`config.mk`:
```
export PLATFORM = sky130hd
export DESIGN_NAME = mem_arbiter_llsc
export DESIGN_NICKNAME = d
export VERILOG_FILES = /design/src/rtl/mem_arbiter_llsc.sv
export SDC_FILE = /design/constraint.sdc
export NUM_CORES = 1
export LEC_CHECK = 0
export ABC_AREA = 1
export CAP_MARGIN = 20
export CORE_UTILIZATION = 35
export DETAILED_ROUTE_END_ITERATION = 12
export DONT_BUFFER_PORTS = 1
export SYNTH_ARGS = -nofsm -noshare
export SYNTH_HDL_FRONTEND = slang
export SYNTH_SLANG_ARGS = --single-unit
```
`constraint.sdc`:
```
create_clock -name clk -period 3.25 [get_ports clk]
set_input_delay 0.975 -clock clk [delete_from_list [all_inputs] [get_ports clk]]
set_output_delay 0.975 -clock clk [all_outputs]
set_load 0.01 [all_outputs]
```
`src/rtl/mem_arbiter_llsc.sv`:
```
// Shared single-port RAM arbiter between an instruction-fetch port and a data
// port, with LL/SC reservation tracking.
//
// Ports:
//   clk, reset_n         clock, asynchronous active-low reset
//   if_req/if_addr       fetch request (held until if_ack)
//   if_ack/if_rdata      fetch completion pulse and data
//   mem_req/mem_we/mem_ll/mem_sc/mem_addr/mem_sel/mem_wdata
//                        data request (held until mem_ack)
//   mem_ack/mem_rdata    data completion pulse and load data
//   mem_sc_ok            SC outcome, valid with mem_ack
//   llbit_clr/llbit      reservation flush input, current reservation bit
//   ram_ce/ram_we/ram_addr/ram_sel/ram_wdata
//                        registered RAM command
//   ram_rdata            RAM read data, one cycle after the command
//
// Every access is IDLE (grant) -> ACCESS (RAM command) -> RESP (ack).

module mem_arbiter_llsc #(
  parameter int unsigned RAM_AW = 15
) (
  input  logic              clk,
  input  logic              reset_n,
  input  logic              if_req,
  input  logic [31:0]       if_addr,
  output logic              if_ack,
  output logic [31:0]       if_rdata,
  input  logic              mem_req,
  input  logic              mem_we,
  input  logic              mem_ll,
  input  logic              mem_sc,
  input  logic [31:0]       mem_addr,
  input  logic [3:0]        mem_sel,
  input  logic [31:0]       mem_wdata,
  output logic              mem_ack,
  output logic [31:0]       mem_rdata,
  output logic              mem_sc_ok,
  input  logic              llbit_clr,
  output logic              llbit,
  output logic              ram_ce,
  output logic              ram_we,
  output logic [RAM_AW-1:0] ram_addr,
  output logic [3:0]        ram_sel,
  output logic [31:0]       ram_wdata,
  input  logic [31:0]       ram_rdata
);

  typedef enum logic [1:0] {StIdle, StAccess, StResp} state_e;

  state_e state_q, state_d;

  // Round-robin pointer: 0 favours MEM, 1 favours IF.
  logic ptr_q, ptr_d;

  // Attributes of the granted access, captured at the grant edge.
  logic        gnt_mem_q, gnt_mem_d;
  logic        gnt_we_q, gnt_we_d;
  logic        gnt_ll_q, gnt_ll_d;
  logic        gnt_sc_q, gnt_sc_d;
  logic        sc_ok_q, sc_ok_d;
  logic [29:0] gnt_addr_q, gnt_addr_d;

  // Reservation.
  logic        llbit_q, llbit_d;
  logic [29:0] link_q, link_d;

  // RAM command registers.
  logic              ram_ce_q, ram_ce_d;
  logic              ram_we_q, ram_we_d;
  logic [RAM_AW-1:0] ram_addr_q, ram_addr_d;
  logic [3:0]        ram_sel_q, ram_sel_d;
  logic [31:0]       ram_wdata_q, ram_wdata_d;

  logic        grant;
  logic        grant_mem;
  logic        sc_pass;
  logic [31:0] req_addr;
  logic        unused_addr_bits;

  always_comb begin
    grant     = (state_q == StIdle) && (if_req || mem_req);
    // MEM wins when alone or when the pointer favours it.
    grant_mem = mem_req && (!if_req || !ptr_q);
    req_addr  = grant_mem ? mem_addr : if_addr;
    // A flush arriving together with the SC grant kills the SC.
    sc_pass   = llbit_q && (link_q == mem_addr[31:2]) && !llbit_clr;
  end

  assign unused_addr_bits = ^req_addr[1:0];

  // Next-state, grant capture and RAM command.
  always_comb begin
    state_d     = state_q;
    ptr_d       = ptr_q;
    gnt_mem_d   = gnt_mem_q;
    gnt_we_d    = gnt_we_q;
    gnt_ll_d    = gnt_ll_q;
    gnt_sc_d    = gnt_sc_q;
    sc_ok_d     = sc_ok_q;
    gnt_addr_d  = gnt_addr_q;
    ram_ce_d    = 1'b0;
    ram_we_d    = 1'b0;
    ram_addr_d  = ram_addr_q;
    ram_sel_d   = ram_sel_q;
    ram_wdata_d = ram_wdata_q;

    unique case (state_q)
      StIdle: begin
        if (grant) begin
          state_d    = StAccess;
          ptr_d      = ~ptr_q;
          gnt_mem_d  = grant_mem;
          gnt_addr_d = req_addr[31:2];
          ram_addr_d = req_addr[RAM_AW+1:2];
          if (grant_mem) begin
            gnt_we_d    = mem_we;
            gnt_ll_d    = mem_ll;
            gnt_sc_d    = mem_sc;
            sc_ok_d     = mem_sc && sc_pass;
            // A failing SC keeps the RAM disabled so nothing is written.
            ram_ce_d    = !(mem_sc && !sc_pass);
            ram_we_d    = mem_we;
            ram_sel_d   = mem_sel;
            ram_wdata_d = mem_wdata;
          end else begin
            gnt_we_d    = 1'b0;
            gnt_ll_d    = 1'b0;
            gnt_sc_d    = 1'b0;
            sc_ok_d     = 1'b0;
            ram_ce_d    = 1'b1;
            ram_we_d    = 1'b0;
            ram_sel_d   = 4'hF;
            ram_wdata_d = 32'h0;
          end
        end
      end
      StAccess: state_d = StResp;
      StResp:   state_d = StIdle;
      default:  state_d = StIdle;
    endcase
  end

  // Reservation update at the end of a data RESP; the flush has last word.
  always_comb begin
    llbit_d = llbit_q;
    link_d  = link_q;
    if ((state_q == StResp) && gnt_mem_q) begin
      if (gnt_ll_q) begin
        llbit_d = 1'b1;
        link_d  = gnt_addr_q;
      end
      if (gnt_sc_q && sc_ok_q) begin
        llbit_d = 1'b0;
      end else if (gnt_we_q && !gnt_sc_q && (gnt_addr_q == link_q)) begin
        llbit_d = 1'b0;
      end
    end
    if (llbit_clr) begin
      llbit_d = 1'b0;
    end
  end

  always_ff @(posedge clk or negedge reset_n) begin
    if (!reset_n) begin
      state_q     <= StIdle;
      ptr_q       <= 1'b0;
      gnt_mem_q   <= 1'b0;
      gnt_we_q    <= 1'b0;
      gnt_ll_q    <= 1'b0;
      gnt_sc_q    <= 1'b0;
      sc_ok_q     <= 1'b0;
      gnt_addr_q  <= '0;
      llbit_q     <= 1'b0;
      link_q      <= '0;
      ram_ce_q    <= 1'b0;
      ram_we_q    <= 1'b0;
      ram_addr_q  <= '0;
      ram_sel_q   <= '0;
      ram_wdata_q <= '0;
    end else begin
      state_q     <= state_d;
      ptr_q       <= ptr_d;
      gnt_mem_q   <= gnt_mem_d;
      gnt_we_q    <= gnt_we_d;
      gnt_ll_q    <= gnt_ll_d;
      gnt_sc_q    <= gnt_sc_d;
      sc_ok_q     <= sc_ok_d;
      gnt_addr_q  <= gnt_addr_d;
      llbit_q     <= llbit_d;
      link_q      <= link_d;
      ram_ce_q    <= ram_ce_d;
      ram_we_q    <= ram_we_d;
      ram_addr_q  <= ram_addr_d;
      ram_sel_q   <= ram_sel_d;
      ram_wdata_q <= ram_wdata_d;
    end
  end

  always_comb begin
    if_ack    = (state_q == StResp) && !gnt_mem_q;
    mem_ack   = (state_q == StResp) && gnt_mem_q;
    mem_sc_ok = mem_ack && gnt_sc_q && sc_ok_q;
    if_rdata  = ram_rdata;
    mem_rdata = ram_rdata;
    llbit     = llbit_q;
    ram_ce    = ram_ce_q;
    ram_we    = ram_we_q;
    ram_addr  = ram_addr_q;
    ram_sel   = ram_sel_q;
    ram_wdata = ram_wdata_q;
  end

endmodule

```
* Word level (Yosys, flattened, before mapping)
Cells that the tools add are included.
Widths: inputs -> output; s select.
** Operators by class
- Bitwise logic cells :: 1
- Multiplexer cells :: 19
- Reduce and logical (&&, ||, !) cells :: 28
- Eq/ne operators :: 5
** Operator list (count)
- $mux 32 :: 2
- $eq 30x30->1 :: 2
- $mux 1 :: 14
- $logic_and 1x1->1 :: 13
- $logic_not 1->1 :: 7
- $reduce_and 2->1 :: 3
- $mux 4 :: 1
- $pmux 2 s2 :: 1
- $reduce_bool 4->1 :: 1
- $eq 2x1->1 const B :: 1
- $eq 2x2->1 const B :: 1
- $logic_not 2->1 :: 1
- $logic_or 1x1->1 :: 2
- $mux 2 :: 1
- $ne 2x2->1 const B :: 1
- $reduce_bool 2->1 :: 1
- $not 1->1 :: 1
** Storage, ports and cells
- Word-level logic and storage cells :: 68
- Flip-flop bits (word level) :: 122

* Depth between registers and ports, before layout
Gate-level depths: netlist of run 1.
- Depth after elaboration :: 9
- Mapped depth :: 10
- Depth with buffers taken out :: 10

* Least setup slack after synthesis of run 1
No wires, ideal clock.
- Path kind :: input -> output
- From :: input port ram_rdata[0]
- To :: output port if_rdata[0]
- Path buffers :: 1
- Required time :: 2.275 ns
- Stages :: 1
- Data arrival time :: 1.094 ns
- Setup slack :: 1.181 ns
- Cells stage by stage :: buf_4
** RTL lines
- start, declared :: line 45 : input logic [31:0] ram_rdata
- end, declared :: line 27 : output logic [31:0] if_rdata,
No word-level cell between the ends.

* Final worst setup path of run 1
- From :: register state_q[0]
- To :: output port mem_sc_ok
** Between the ends
- Cells in the longest elaborated chain, start to end :: 4
** RTL lines
- start, declared :: line 50 : state_e state_q, state_d;
- start signal, assigned :: line 165 : state_q <= StIdle;
- start signal, assigned :: line 181 : state_q <= state_d;
- $eq 2x2->1 :: line 201 : mem_ack = (state_q == StResp) && gnt_mem_q;
- $logic_and 1x1->1 :: line 201
- via mem_ack :: line 35 : output logic mem_ack,
- $logic_and 1x1->1 (2 in series) :: line 202 : mem_sc_ok = mem_ack && gnt_sc_q && sc_ok_q;
- end, declared :: line 37 : output logic mem_sc_ok,
The timed path passes the listed nets, and every way through them passes these cells.

==> results of run 1 <==
## worst max-delay path: cells and delay by family, from the launching register on
| family | cells | cell delay (ps) |
|---|---|---|
| simple gates | 2 | 270 |
| buf+inv | 3 | 390 |
| flops | 1 | 390 |
## cell usage after synthesis
master / count / area (um2)
o21ai_1: 38 / 190
dfrtp_1: 107 / 2680
a21oi_1: 2 / 10.0
nand3_1: 4 / 20.0
xor2_1: 2 / 17.5
a22o_1: 33 / 289
clkbuf_2: 2 / 10.0
nand3b_1: 1 / 7.51
o21ai_4: 1 / 16.3
nand4_1: 3 / 18.8
nor2_2: 1 / 6.26
o22ai_2: 6 / 75.1
clkbuf_1: 1 / 3.75
buf_6: 7 / 78.8
buf_4: 82 / 616
nand2_1: 142 / 533
nand2_2: 1 / 6.26
o22a_1: 4 / 35.0
o21ai_0: 37 / 185
buf_2: 13 / 65.1
o22ai_1: 30 / 188
nor3_1: 2 / 10.0
nor2_4: 1 / 11.3
inv_1: 88 / 330
nor2_1: 63 / 236
inv_2: 8 / 30.0
xnor2_1: 16 / 140
## cells by family (layout without fill, tap and decap cells)
logic type      Yosys count  in the layout  synth area share, %
simple gates            218            218                 14.6
buf+inv                 201            116                 19.5
compound gates          151            151                 17.0
flops                   107            107                 46.1
xor+xnor                 18             18                 2.71
other cells               0              1                    0
## final cells by class
class                           count  share of cell area (%)
Sequential cell                   107                    47.2
Multi-Input combinational cell    387                    35.2
Inverter                           96                    6.35
Tap cell                          216                    4.77
Clock buffer                       12                    4.70
Timing Repair Buffer                5                   0.882
Clock inverter                      3                   0.816
Antenna cell                        1                  0.0441
## how the worst min path moves through the flow
stage	start	endpoint	slack, ps	depth (start not counted)
after floorplan	ptr_q	ptr_q	450	1
after global placement	ptr_q	ptr_q	470	1
after detailed placement	ptr_q	ptr_q	470	1
after CTS	reset_n	gnt_addr_q[7]	300	0
after global routing	reset_n	link_q[23]	290	0
final	reset_n	gnt_addr_q[7]	310	0
## power breakdown
part | switching (mW) | leakage [nW] | internal [mW]
clock | 0.492 | 0.151 | 0.658
combinational | 1.09 | 1.17 | 0.800
sequential | 0.666 | 1.37 | 1.95
total | 2.25 | 2.70 | 3.41
## metrics by stage
| step | hold WS [ps] | cells | setup WS [ps] | utilization (%) |
|---|---|---|---|---|
| after floorplan | 446 | 695 | 1180 | - |
| after global placement | 465 | 811 | 1030 | 33.4 |
| after detailed placement | 470 | 811 | 1040 | 33.4 |
| after CTS | 298 | 826 | 811 | 35.3 |
| after global routing | 295 | 826 | 747 | 35.3 |
| final | 313 | 827 | 888 | 35.3 |
## routing by layer
metal,vias up,share of wire (%)
met5,-,0
met1,1828,42
met2,166,47
met3,21,10
met4,0,1.6
li1,1963,-
## registers in the layout (all words and copies together), names as in the netlist, 2 cells and up
signal and cells:
ram_wdata 32, gnt_addr_q 30, link_q 30, ram_sel 4
state_q 2
==> flow_summary.ini, run 1 <==
[global_routing]
grt.busiest_layer = met2
grt_pass1_wl_um = 21000
grt_use_met3_pct = 6.15
antenna_found_initial = 1
grt_max_degree = 108
met2_usage_pct = 26.8
grtUsageMet1_pct = 20.0
grt-ovfl-total = 0
grt_pass1_vias = 3919
gr-usage-all-layers_pct = 16.6

[worst_setup_path]
path_class = register to output port
reg2reg_to = ram_sel[0]
reg2reg_depth = 5
start_kind = register
cpPeakStageDelay_ps = 390
critPathSlowestCell = dfrtp_1
rrSetupSlack_ps = 1530
crit_fanout = 3
startpoint = state_q[0]
critPathCaptureType = output port
crit_chain = inv_1 -> nand3_1 -> inv_2 -> nand3_1 -> inv_1
required_ps = 2270
crit_end = mem_sc_ok
r2r_start = state_q[1]
crit_arrival_ps = 1390

[final_layout]
drive_above_1_share_pct = 6.39
final_cell_mix = nand2_1, dfrtp_1, inv_1
regArea_mm2 = 0.00268
fin_area_mm2 = 0.00567
final_nets = 746
fill_cells = 1649
area_growth_pct = -2.33
final_common_cell = nand2_1
multi_input_area_mm2 = 0.00200

[route]
drt-pass1-iter-count = 4
vias_per_cell = 4.81
antenna_left = 0
dr.first_iter.drc_count = 220
vias = 3978
wirelength_um = 13600
drc = 0
avgRoutedWirePerCell_um = 16.4

[logic_synthesis]
synth_seq_area_share_pct = 46.1
synth_cell_types = 27
synth_nets = 835
synth_area_mm2 = 0.00581
synth_seq_cells = 107
synthCells = 695
avgSynthCellArea_um2 = 8.36
synth_warnings = 0

[floorplan]
start_util_pct = 36.2
die-area_mm2 = 0.0171
rows = 46
core-area_mm2 = 0.0161
die_w_um = 131
boundaryPins = 261
fp.dieH_um = 131

[sta]
drv_slew = 0
max_slew_margin_pct = 53.1
clock_skew_ps = 7.59
fmax_mhz = 423
rsz0062_at_grt = false
period_share_pct = 72.7
tns_ps = 0
worst_pin_slew_ps = 702
hold_violations = 0
setup_viol = 0
layout_min_cycle_time_ps = 2360

[clocking]
cts.sinks = 107
cts_resized = 0
cts_tree = done
holdBufCountCts = 0
clk_latency_ps = 350
post_cts_buffers = 0
clk_path_buf_depth = 2
cts_buffers = 9
root_buffer = clkbuf_16
path_clk_slew_ps = 70
h-tree-depth = 3

[status]
status = finished clean

[run]
cap_violations = 0

[power_and_ir_drop]
power_mw = 5.66
peakVddDrop_mv = 0.436
power_density_mw_per_mm2 = 998
p_leak_nw = 2.70

[placed_design]
port_buffers = 0
placed_area_mm2 = 0.00536
dpl.hpwl_um = 9670
gp_congestion = 0.802

[hold_path]
hold_path.class = input port to asynchronous set/reset pin
(Power assumes the default switching activity.)
==> run 2, diff against run 1 <==
==> constraint.sdc (replaced) <==
create_clock -name clk -period 2.1 [get_ports clk]
set_input_delay 0.63 -clock clk [delete_from_list [all_inputs] [get_ports clk]]
set_output_delay 0.63 -clock clk [all_outputs]
set_load 0.01 [all_outputs]
==> run 2 against run 1 <==
Net effect:
- largest cell class unchanged
- the run now ends with hold timing left
- register-to-register slack got worse by 880 ps
- flip-flop and latch count did not move
- highest routed layer unchanged
- non-clock buffer count did not move
- final cell count rose by 0.12%
- via count fell by 1.1%
- power rose by 52%
- sequential power rose by 55%
- die area did not move
==> flow_summary.ini, run 2 (same netlist as run 1, synthesis figures left out) <==
[clocking]
path_clk_slew_ps = 80
h-tree-depth = 3
post_cts_buffers = 0
cts_buffers = 9
cts.sinks = 107
clk_path_buf_depth = 2
cts_tree = done
root_buffer = clkbuf_16
clk_latency_ps = 350

[sta]
worst_pin_slew_ps = 561
setup_viol = 0
tns_ps = 0
fmax_mhz = 514
max_slew_margin_pct = 62.5
hold_violations = 107
drv_slew = 0
layout_min_cycle_time_ps = 1950
clock_skew_ps = 8.49
hold_ws_ps = -38.9
period_share_pct = 92.7
rsz0062_at_grt = false

[worst_setup_path]
r2r_start = gnt_addr_q[12]
cp_common_cell = inv_2
required_ps = 1470
cpPeakStageDelay_ps = 390
path_class = register to output port
crit_chain = inv_1 -> nand3_1 -> inv_2 -> nand3_2 -> inv_2
crit_fanout = 3
critPathSlowestCell = dfrtp_1
path_buf_inv = 3
crit_family = flip-flops
startpoint = state_q[0]
crit_arrival_ps = 1320
critPathCaptureType = output port
start_kind = register

[global_routing]
antenna_found_initial = 1
grt-ovfl-total = 0
grt_max_degree = 108
grt_pass1_vias = 3799
grt_pass1_wl_um = 20100
gr-usage-all-layers_pct = 16.0

[placed_design]
port_buffers = 0
dpl.hpwl_um = 9650
gp_congestion = 0.781

[final_layout]
area_growth_pct = -2.50
largest_reg_flops = 32
fill_cells = 1685
final_common_cell = nand2_1
drive_above_1_share_pct = 6.87
final_cell_mix = nand2_1, dfrtp_1, inv_1
final_nets = 746

[floorplan]
rows = 46
die_w_um = 131
boundaryPins = 261
start_util_pct = 36.2
core-area_mm2 = 0.0161
fp.dieH_um = 131
die-area_mm2 = 0.0171

[route]
antenna_left = 0
drc = 0
vias_per_cell = 4.75
avgRoutedWirePerCell_um = 16.2
vias = 3936
dr.first_iter.drc_count = 179
wirelength_um = 13400
drt-pass1-iter-count = 6

[power_and_ir_drop]
power_density_mw_per_mm2 = 1520
power_mw = 8.63
peakVddDrop_mv = 0.918
p_leak_nw = 2.69

[hold_path]
hold_path.class = input port to asynchronous set/reset pin

[status]
status = finished, violations left
violations = hold timing

[run]
cap_violations = 0
==> run 2: what timing repair did <==
action / CTS / global route
gates resized for setup: 1 / 1
endpoints found under the hold margin: 107 / 107
setup endpoints to repair: 1 / 1
==> run 2: layer usage <==
layer | part of all wire (%) | routed length [um] | global-route usage (%)
met3 | 9.9 | 1330 | 6.19
met2 | 47 | 6250 | 25.6
met4 | 1.5 | 197 | 6.63
met5 | 0 | 0 | 0
met1 | 42 | 5660 | 19.3
==> run 2: metrics by stage <==
stage,util (%),cells,worst slack (ps),cell area (um2),hold WS (ps)
6_report,35.3,828,153,5660,-38.9
5_1_grt,35.2,827,14.5,5660,-59.5
4_1_cts,35.2,827,73.9,5660,-52.0
3_5_place_dp,33.4,811,385,5370,336
3_3_place_gp,33.4,811,384,5370,336
2_1_floorplan,-,695,663,5810,334
==> run 2: layout make-up <==
type                       instances  area (um2)  share of cell area, %
sequential                       107        2680                   47.3
multi-input combinational        387        2000                   35.4
inverter                          96         360                   6.36
tap                              216         270                   4.77
clock buffer                      10         239                   4.22
timing repair buffer               5        62.6                   1.10
clock inverter                     6        46.3                  0.818
antenna                            1        2.50                 0.0442
==> run 2: path summary, 6_finish.rpt <==
check,end,slack [ps],depth (start not counted)
max,mem_sc_ok,150,5
min,gnt_addr_q[7],-40,0
max reg2reg,llbit,650,6
min reg2reg,ptr_q,480,1
max in group asynchronous,ram_wdata[6],1990,0
min in group clk,ram_wdata[10],410,1
==> run 2: power by group <==
group | total (mW) | internal (mW) | switching, mW
logic | 2.92 | 1.24 | 1.68
clock network | 1.65 | 0.849 | 0.804
registers | 4.05 | 3.02 | 1.03
total | 8.63 | 5.11 | 3.52
==> run 2: worst reg2reg max path, cell delays in order (launching register included) <==
cell and delay [ps]:
dfrtp_1 470, xnor2_1 310, nand4_1 130, nor2_1 130
nand2_1 90, nor2_1 160, nor2_1 60
==> RTL edit 1, RTL diff (settings of run 2) <==
The parameter `RAM_AW` goes from 15 to 17.
--- a/src/rtl/mem_arbiter_llsc.sv
+++ b/src/rtl/mem_arbiter_llsc.sv
@@ -18,5 +18,5 @@
 
 module mem_arbiter_llsc #(
-  parameter int unsigned RAM_AW = 15
+  parameter int unsigned RAM_AW = 17
 ) (
   input  logic              clk,
Interface: changed (resized ram_addr); port bits go from 261 to 263. The function was not compared with the original's and may differ.
==> RTL edit 1 against run 2 <==
- the run still ends with negative hold slack left
- power increased by 3.0%
- core utilization rose by 0.28 points
- wire length increased by 4.4%
- clock skew increased by 0.0054 ns
- first-iteration DRC count grew 7.3%
- worst setup slack got worse by 0.053 ns
- area after synthesis down 0.56%
- final area is 0.44% higher
- sequential cell count unchanged
- critical path type unchanged
- critical endpoint unchanged
- largest cell class unchanged
- largest power group unchanged
- highest routed layer is now met5
==> RTL edit 1: results (changes against run 2) <==
* Crit path DAT at 1.37 ns (+0.05 ns)
* H-tree depth at 3 (unchanged)
* CP max stage delay at 0.37 ns (-0.02 ns)
* Mux share of post-synthesis cell area at 0% (unchanged)
* Post-Layout Cell Count at 832 (+0.48%)
* Placed cells at 812 (+0.12%)
* Worst rel slew slack at 51.7% (-11 points)
* Global-route total usage across every layer at 17.2% (+1.2 points)
* Reg2reg path depth at 5 (-1)
* Unique cell type count in the Yosys netlist at 26 (-3.7%)
* Worst flop-to-flop path startpoint: state_q[0]
* Outcome: finished, violations left
* # diodes at 0 (-1)
* Critical Path Source: state_q[1]
* Final layout net count at 751 (+0.67%)
* Largest net degree at the start of global routing at 108 (unchanged)
* Net count after synthesis at 836 (+0.12%)
* Worst VDD drop at 0.000742 V (-19%)
* Hold Worst Slack at -0.0425 ns (-0.00364 ns)
* Insertion delay of the later-clocked pin in the worst-skew pair at 0.37 ns (+0.02 ns)
* Post-synth top cells: 141 x nand2_1, 107 x dfrtp_1, 93 x inv_1, 82 x buf_4, 64 x nor2_1
* Layout cells sized above 1 at 5.19% (-1.7 points)
* Crit Path Max Fanout at 4 (+1)
* Clk. pwr at 1680 uW
* Number of buffers created by CTS at 9 (unchanged)
* Arithmetic-cell share of the synthesized area counting full adders, half adders and majority gates at 0% (unchanged)
* HPWL after DPL at 10100 um (+4.4%)
* Initial DRC Count at 192 (+7.3%)
* Seq/Total Area, Yosys at 46.4% (+0.26 points)
* Xor/xnor share of the synthesized area at 2.73% (+0.015 points)
* Via count of the first global-routing pass at 3932 (+3.5%)
* First-pass DRT Iterations at 4 (-2)
* Clock skew after layout at 0.0139 ns (+0.00541 ns)
* Switching component of the power at 3750 uW (+6.5%)
* Fillcell total at 1702 (+1.0%)
* Clock Root Buffer: clkbuf_16
* Number of flip-flops under the largest register name at 32 (unchanged)
* First-pass GRT wire length at 21100 um (+5.3%)
* Delay-heaviest family, CP: simple AND/OR/NAND/NOR gates
* Proportion of netlist area held by the largest area contributor at 46.4% (+0.26 points)
* Violations in the final reports: negative hold slack
* Final Hold Fails at 107 (unchanged)
* Antenna violations before repair at 3 (+2)
* Post-synthesis compound-gate area fraction at 16.6% (-0.47 points)
* Post-Syn Instances at 696 (+0.14%)
* Count of cells resized by post-cts repair at 0 (-1)
* Part of the power in registers at 46.4% (-0.6 points)
* Total via count in the routed design at 3962 (+0.66%)
* Static leakage at 0.00272 uW (+1.3%)
* Gp weighted congestion at 0.852 (+9.0%)
* Worst hold path class: in -> async
* Max-slew violation total from the final report at 0 (unchanged)
* Post-synth ARST share at 100% (unchanged)
* Average routed wire per standard cell at 16.9 um (+3.9%)
* Largest cells by area after synthesis: dfrtp_1 46%, buf_4 11%, nand2_1 9.2%
RTL edit 1: cell types whose count changed in the layout (fill, tap and decap cells not counted), sizes merged, moves of 2 or more:
cell      change
clkinv        +2
clkinvlp      -2
xor2          +2
xnor2         -2
buf           +5
o21ai         +4
o22ai         -2
RTL edit 1: path summary, 6_finish.rpt:
check                               end  slack, ns
setup / recovery              mem_sc_ok        0.1
max in group asynchronous    ram_sel[2]       1.97
hold reg to reg              state_q[1]       0.46
hold / removal               link_q[25]      -0.04
min in group clk           ram_wdata[5]       0.40
setup reg to reg             ram_sel[2]       0.36
RTL edit 1: cells by family (layout without fill, tap and decap cells):
family | count (synthesis) | count (layout)
simple gates | 216 | 217
buf+inv | 201 | 120
flops | 107 | 107
xor+xnor | 18 | 18
compound gates | 154 | 154
RTL edit 1: final cells by class:
cell class,count,area [um^2],area share [%]
inverters,94,355,6.25
well taps,216,270,4.75
repair buffers,10,113,1.98
flip-flops and latches,107,2680,47.1
multi-input cells,389,1980,34.8
clock buffers,9,225,3.96
clock inverters,7,67.6,1.19
RTL edit 1: metrics by stage:
stage	cell area, um^2	worst slack, ns	power (uW)
final	5690	0.0997	8890
after global routing	5690	0.00692	9640
after CTS	5660	0.00530	8950
after detailed placement	5370	0.0281	7230
after global placement	5370	0.0250	7190
after floorplan	5770	0.546	6760
RTL edit 1: what timing repair did:
action                                 4_1_cts  5_1_grt
setup endpoints to repair                    1        5
pin swaps                                    1        2
buffers inserted                             0        3
cloned                                       0        1
endpoints found under the hold margin      107      107
RTL edit 1: layer usage:
metal | vias up | GRT usage, % | wire length [um]
li1 | 1972 | - | -
met2 | 177 | 28.5 | 6740
met1 | 1787 | 19.8 | 5680
met3 | 20 | 7.49 | 1390
met5 | - | 0 | 41
met4 | 6 | 6.22 | 191
==> RTL edit 2, RTL diff (config.mk and constraints of run 2) <==
Made on the original files. `gnt_addr_q`, `ram_addr_q` and `ram_wdata_q` no longer have a reset.
--- a/src/rtl/mem_arbiter_llsc.sv
+++ b/src/rtl/mem_arbiter_llsc.sv
@@ -170,12 +170,9 @@
       gnt_sc_q    <= 1'b0;
       sc_ok_q     <= 1'b0;
-      gnt_addr_q  <= '0;
       llbit_q     <= 1'b0;
       link_q      <= '0;
       ram_ce_q    <= 1'b0;
       ram_we_q    <= 1'b0;
-      ram_addr_q  <= '0;
       ram_sel_q   <= '0;
-      ram_wdata_q <= '0;
     end else begin
       state_q     <= state_d;
@@ -186,13 +183,16 @@
       gnt_sc_q    <= gnt_sc_d;
       sc_ok_q     <= sc_ok_d;
-      gnt_addr_q  <= gnt_addr_d;
       llbit_q     <= llbit_d;
       link_q      <= link_d;
       ram_ce_q    <= ram_ce_d;
       ram_we_q    <= ram_we_d;
-      ram_addr_q  <= ram_addr_d;
       ram_sel_q   <= ram_sel_d;
-      ram_wdata_q <= ram_wdata_d;
     end
+  end
+
+  always_ff @(posedge clk) begin
+    gnt_addr_q  <= gnt_addr_d;
+    ram_addr_q  <= ram_addr_d;
+    ram_wdata_q <= ram_wdata_d;
   end
 
Function: changed (a bounded check fails within 4 cycles, from zero or initial values and one cycle with reset_n low).
==> RTL edit 2 against run 2 <==
- core utilization is 0.91 points higher
- final area grew 1.9%
- synthesized cell count fell by 1.0%
- area after synthesis decreased by 0.97%
- via count fell by 7.3%
- non-clock buffer count rose by 3
- clock skew rose by 0.0027 ns
- power down 10%
- wire length decreased by 5.2%
- count of clock-buffer cells in the layout stayed put
- die area fell by 0.95%
- sequential cell count unchanged
- worst setup slack improved by 0.049 ns
- critical path type unchanged
==> RTL edit 2: results (changes against run 2) <==
* Clock Root Buffer: clkbuf_16
* Clock skew after layout at 0.0112 ns (+0.00270 ns)
* Crit Path Max Fanout at 4 (+1)
* Met2 Routed Length at 5900 um (-5.7%)
* First-pass DRT Iterations at 4 (-2)
* Sum of met3 wire segment lengths after detailed routing at 1450 um (+8.8%)
* Static leakage at 0.00271 uW (+1.0%)
* Xor/xnor share of the synthesized area at 2.59% (-0.13 points)
* Sum of routed wire length over all layers at 12700 um (-5.2%)
* HPWL after DPL at 9400 um (-2.6%)
* Number of buffers created by CTS at 9 (unchanged)
* Crit path DAT at 1.27 ns (-0.05 ns)
* Clock-pin slew on the worst setup and hold paths at around 0.070 ns
* Number of warnings issued by yosys at 0 (unchanged)
* Unique cell type count in the Yosys netlist at 24 (-11%)
* Largest cells by area after synthesis: edfxtp_1 32%, dfrtp_1 20%, nand2_1 11%
* Antenna violations before repair at 0 (-1)
* # diodes at 0 (-1)
* Number of enable-type register cells in the synthesized netlist at 62 (+62)
* Gp weighted congestion at 0.768 (-1.8%)
* Worst VDD drop at 0.000718 V (-22%)
* Total via count in the routed design at 3650 (-7.3%)
* Number of flip-flops under the largest register name at 32 (unchanged)
* Slew at the pin closest to its max-slew limit at 0.495 ns (-0.0663 ns)
* Largest net degree at the start of global routing at 69 (-36%)
* Layout cells sized above 1 at 5.02% (-1.8 points)
* Count of buffers from port buffering at 0 (unchanged)
* Outcome: completed
* Instance area after placement at 5470 um^2 (+1.8%)
* Mux share of post-synthesis cell area at 0.522% (+0.52 points)
* Global-route total usage across every layer at 16.0% (+0.030 points)
* Post-Layout Cell Count at 833 (+0.60%)
* Post-synth ARST share at 42.1% (-58 points)
* Post-synth top cells: 174 x nand2_1, 121 x inv_1, 83 x nor2_1, 80 x buf_4, 62 x edfxtp_1
* Top layer in use: met4
* First-pass GRT wire length at 19800 um (-1.2%)
* Post-Syn Instances at 688 (-1.0%)
* Post-synthesis compound-gate area fraction at 7.44% (-9.6 points)
* Seq/Total Area, Yosys at 52.0% (+5.8 points)
* Final layout net count at 753 (+0.94%)
* Initial DRC Count at 277 (+55%)
* Met1 Routed Length at 5310 um (-6.1%)
* Placed cells at 817 (+0.74%)
* Flip-flop cell with the highest count after synthesis: edfxtp_1
RTL edit 2: cells by family (layout without fill, tap and decap cells):
family,after synthesis,count (layout)
XOR/XNOR,17,17
flip-flops,107,107
multiplexers,2,2
AND/OR/NAND/NOR,267,267
AO/OA/AOI/OAI,79,79
buffers and inverters,216,145
RTL edit 2: cell type report:
type	instances	area [um^2]
Tap cell	216	270
Timing Repair Buffer	8	130
Fill cell	1682	10200
Clock inverter	5	40.0
Multi-Input combinational cell	365	1650
Clock buffer	10	229
Sequential cell	107	2990
Inverter	122	462
RTL edit 2: what timing repair did:
item                                    CTS  global route
endpoints found under the setup margin    0             1
hold buffers                              1             0
resized for setup                         0             2
hold endpoints to repair                 45             0
RTL edit 2: per-layer routing:
metal / vias up / global-route usage [%]
met3: 10 / 8.57
met1: 1625 / 18.6
met5: - / 0
met4: 0 / 4.51
li1: 1877 / -
met2: 138 / 25.7
RTL edit 2: critical path, stage by stage (launching register included):
cell	delay, ns
dfrtp_1	0.38
inv_1	0.08
nand3_1	0.08
inv_2	0.16
nand3_2	0.12
inv_2	0.09
RTL edit 2: path summary, 6_finish.rpt:
path	from	to	slack (ns)	cells past startpoint
worst max-delay path	state_q[0]	mem_sc_ok	0.20	5
worst max register to register	state_q[0]	llbit	0.51	8
worst min register to register	ptr_q	ptr_q	0.47	1
max in group asynchronous	reset_n	gnt_ll_q	1.76	1
min in group clk	mem_we	ram_we	0.40	2
worst min-delay path	reset_n	link_q[3]	0.12	1
RTL edit 2: per-stage QoR:
step	total power, uW	util (%)	hold WS (ns)	setup TNS (ns)	worst slack, ns
floorplan	5750	-	0.334	-12.55	-0.214
CTS	7880	36.1	0.109	0	0.110
detailed placement	6210	34.3	0.337	0	0.485
global placement	6170	34.3	0.337	0	0.486
global route	8390	36.2	0.116	0	0.0462
finish	7750	36.2	0.124	0	0.202
RTL edit 2: power breakdown:
part	total [uW]	internal, uW	switching (uW)	leakage [uW]
logic	2110	806	1310	0.00141
clock network	1610	810	800	0.000127
registers	4030	3240	789	0.00118
total	7750	4860	2900	0.00271
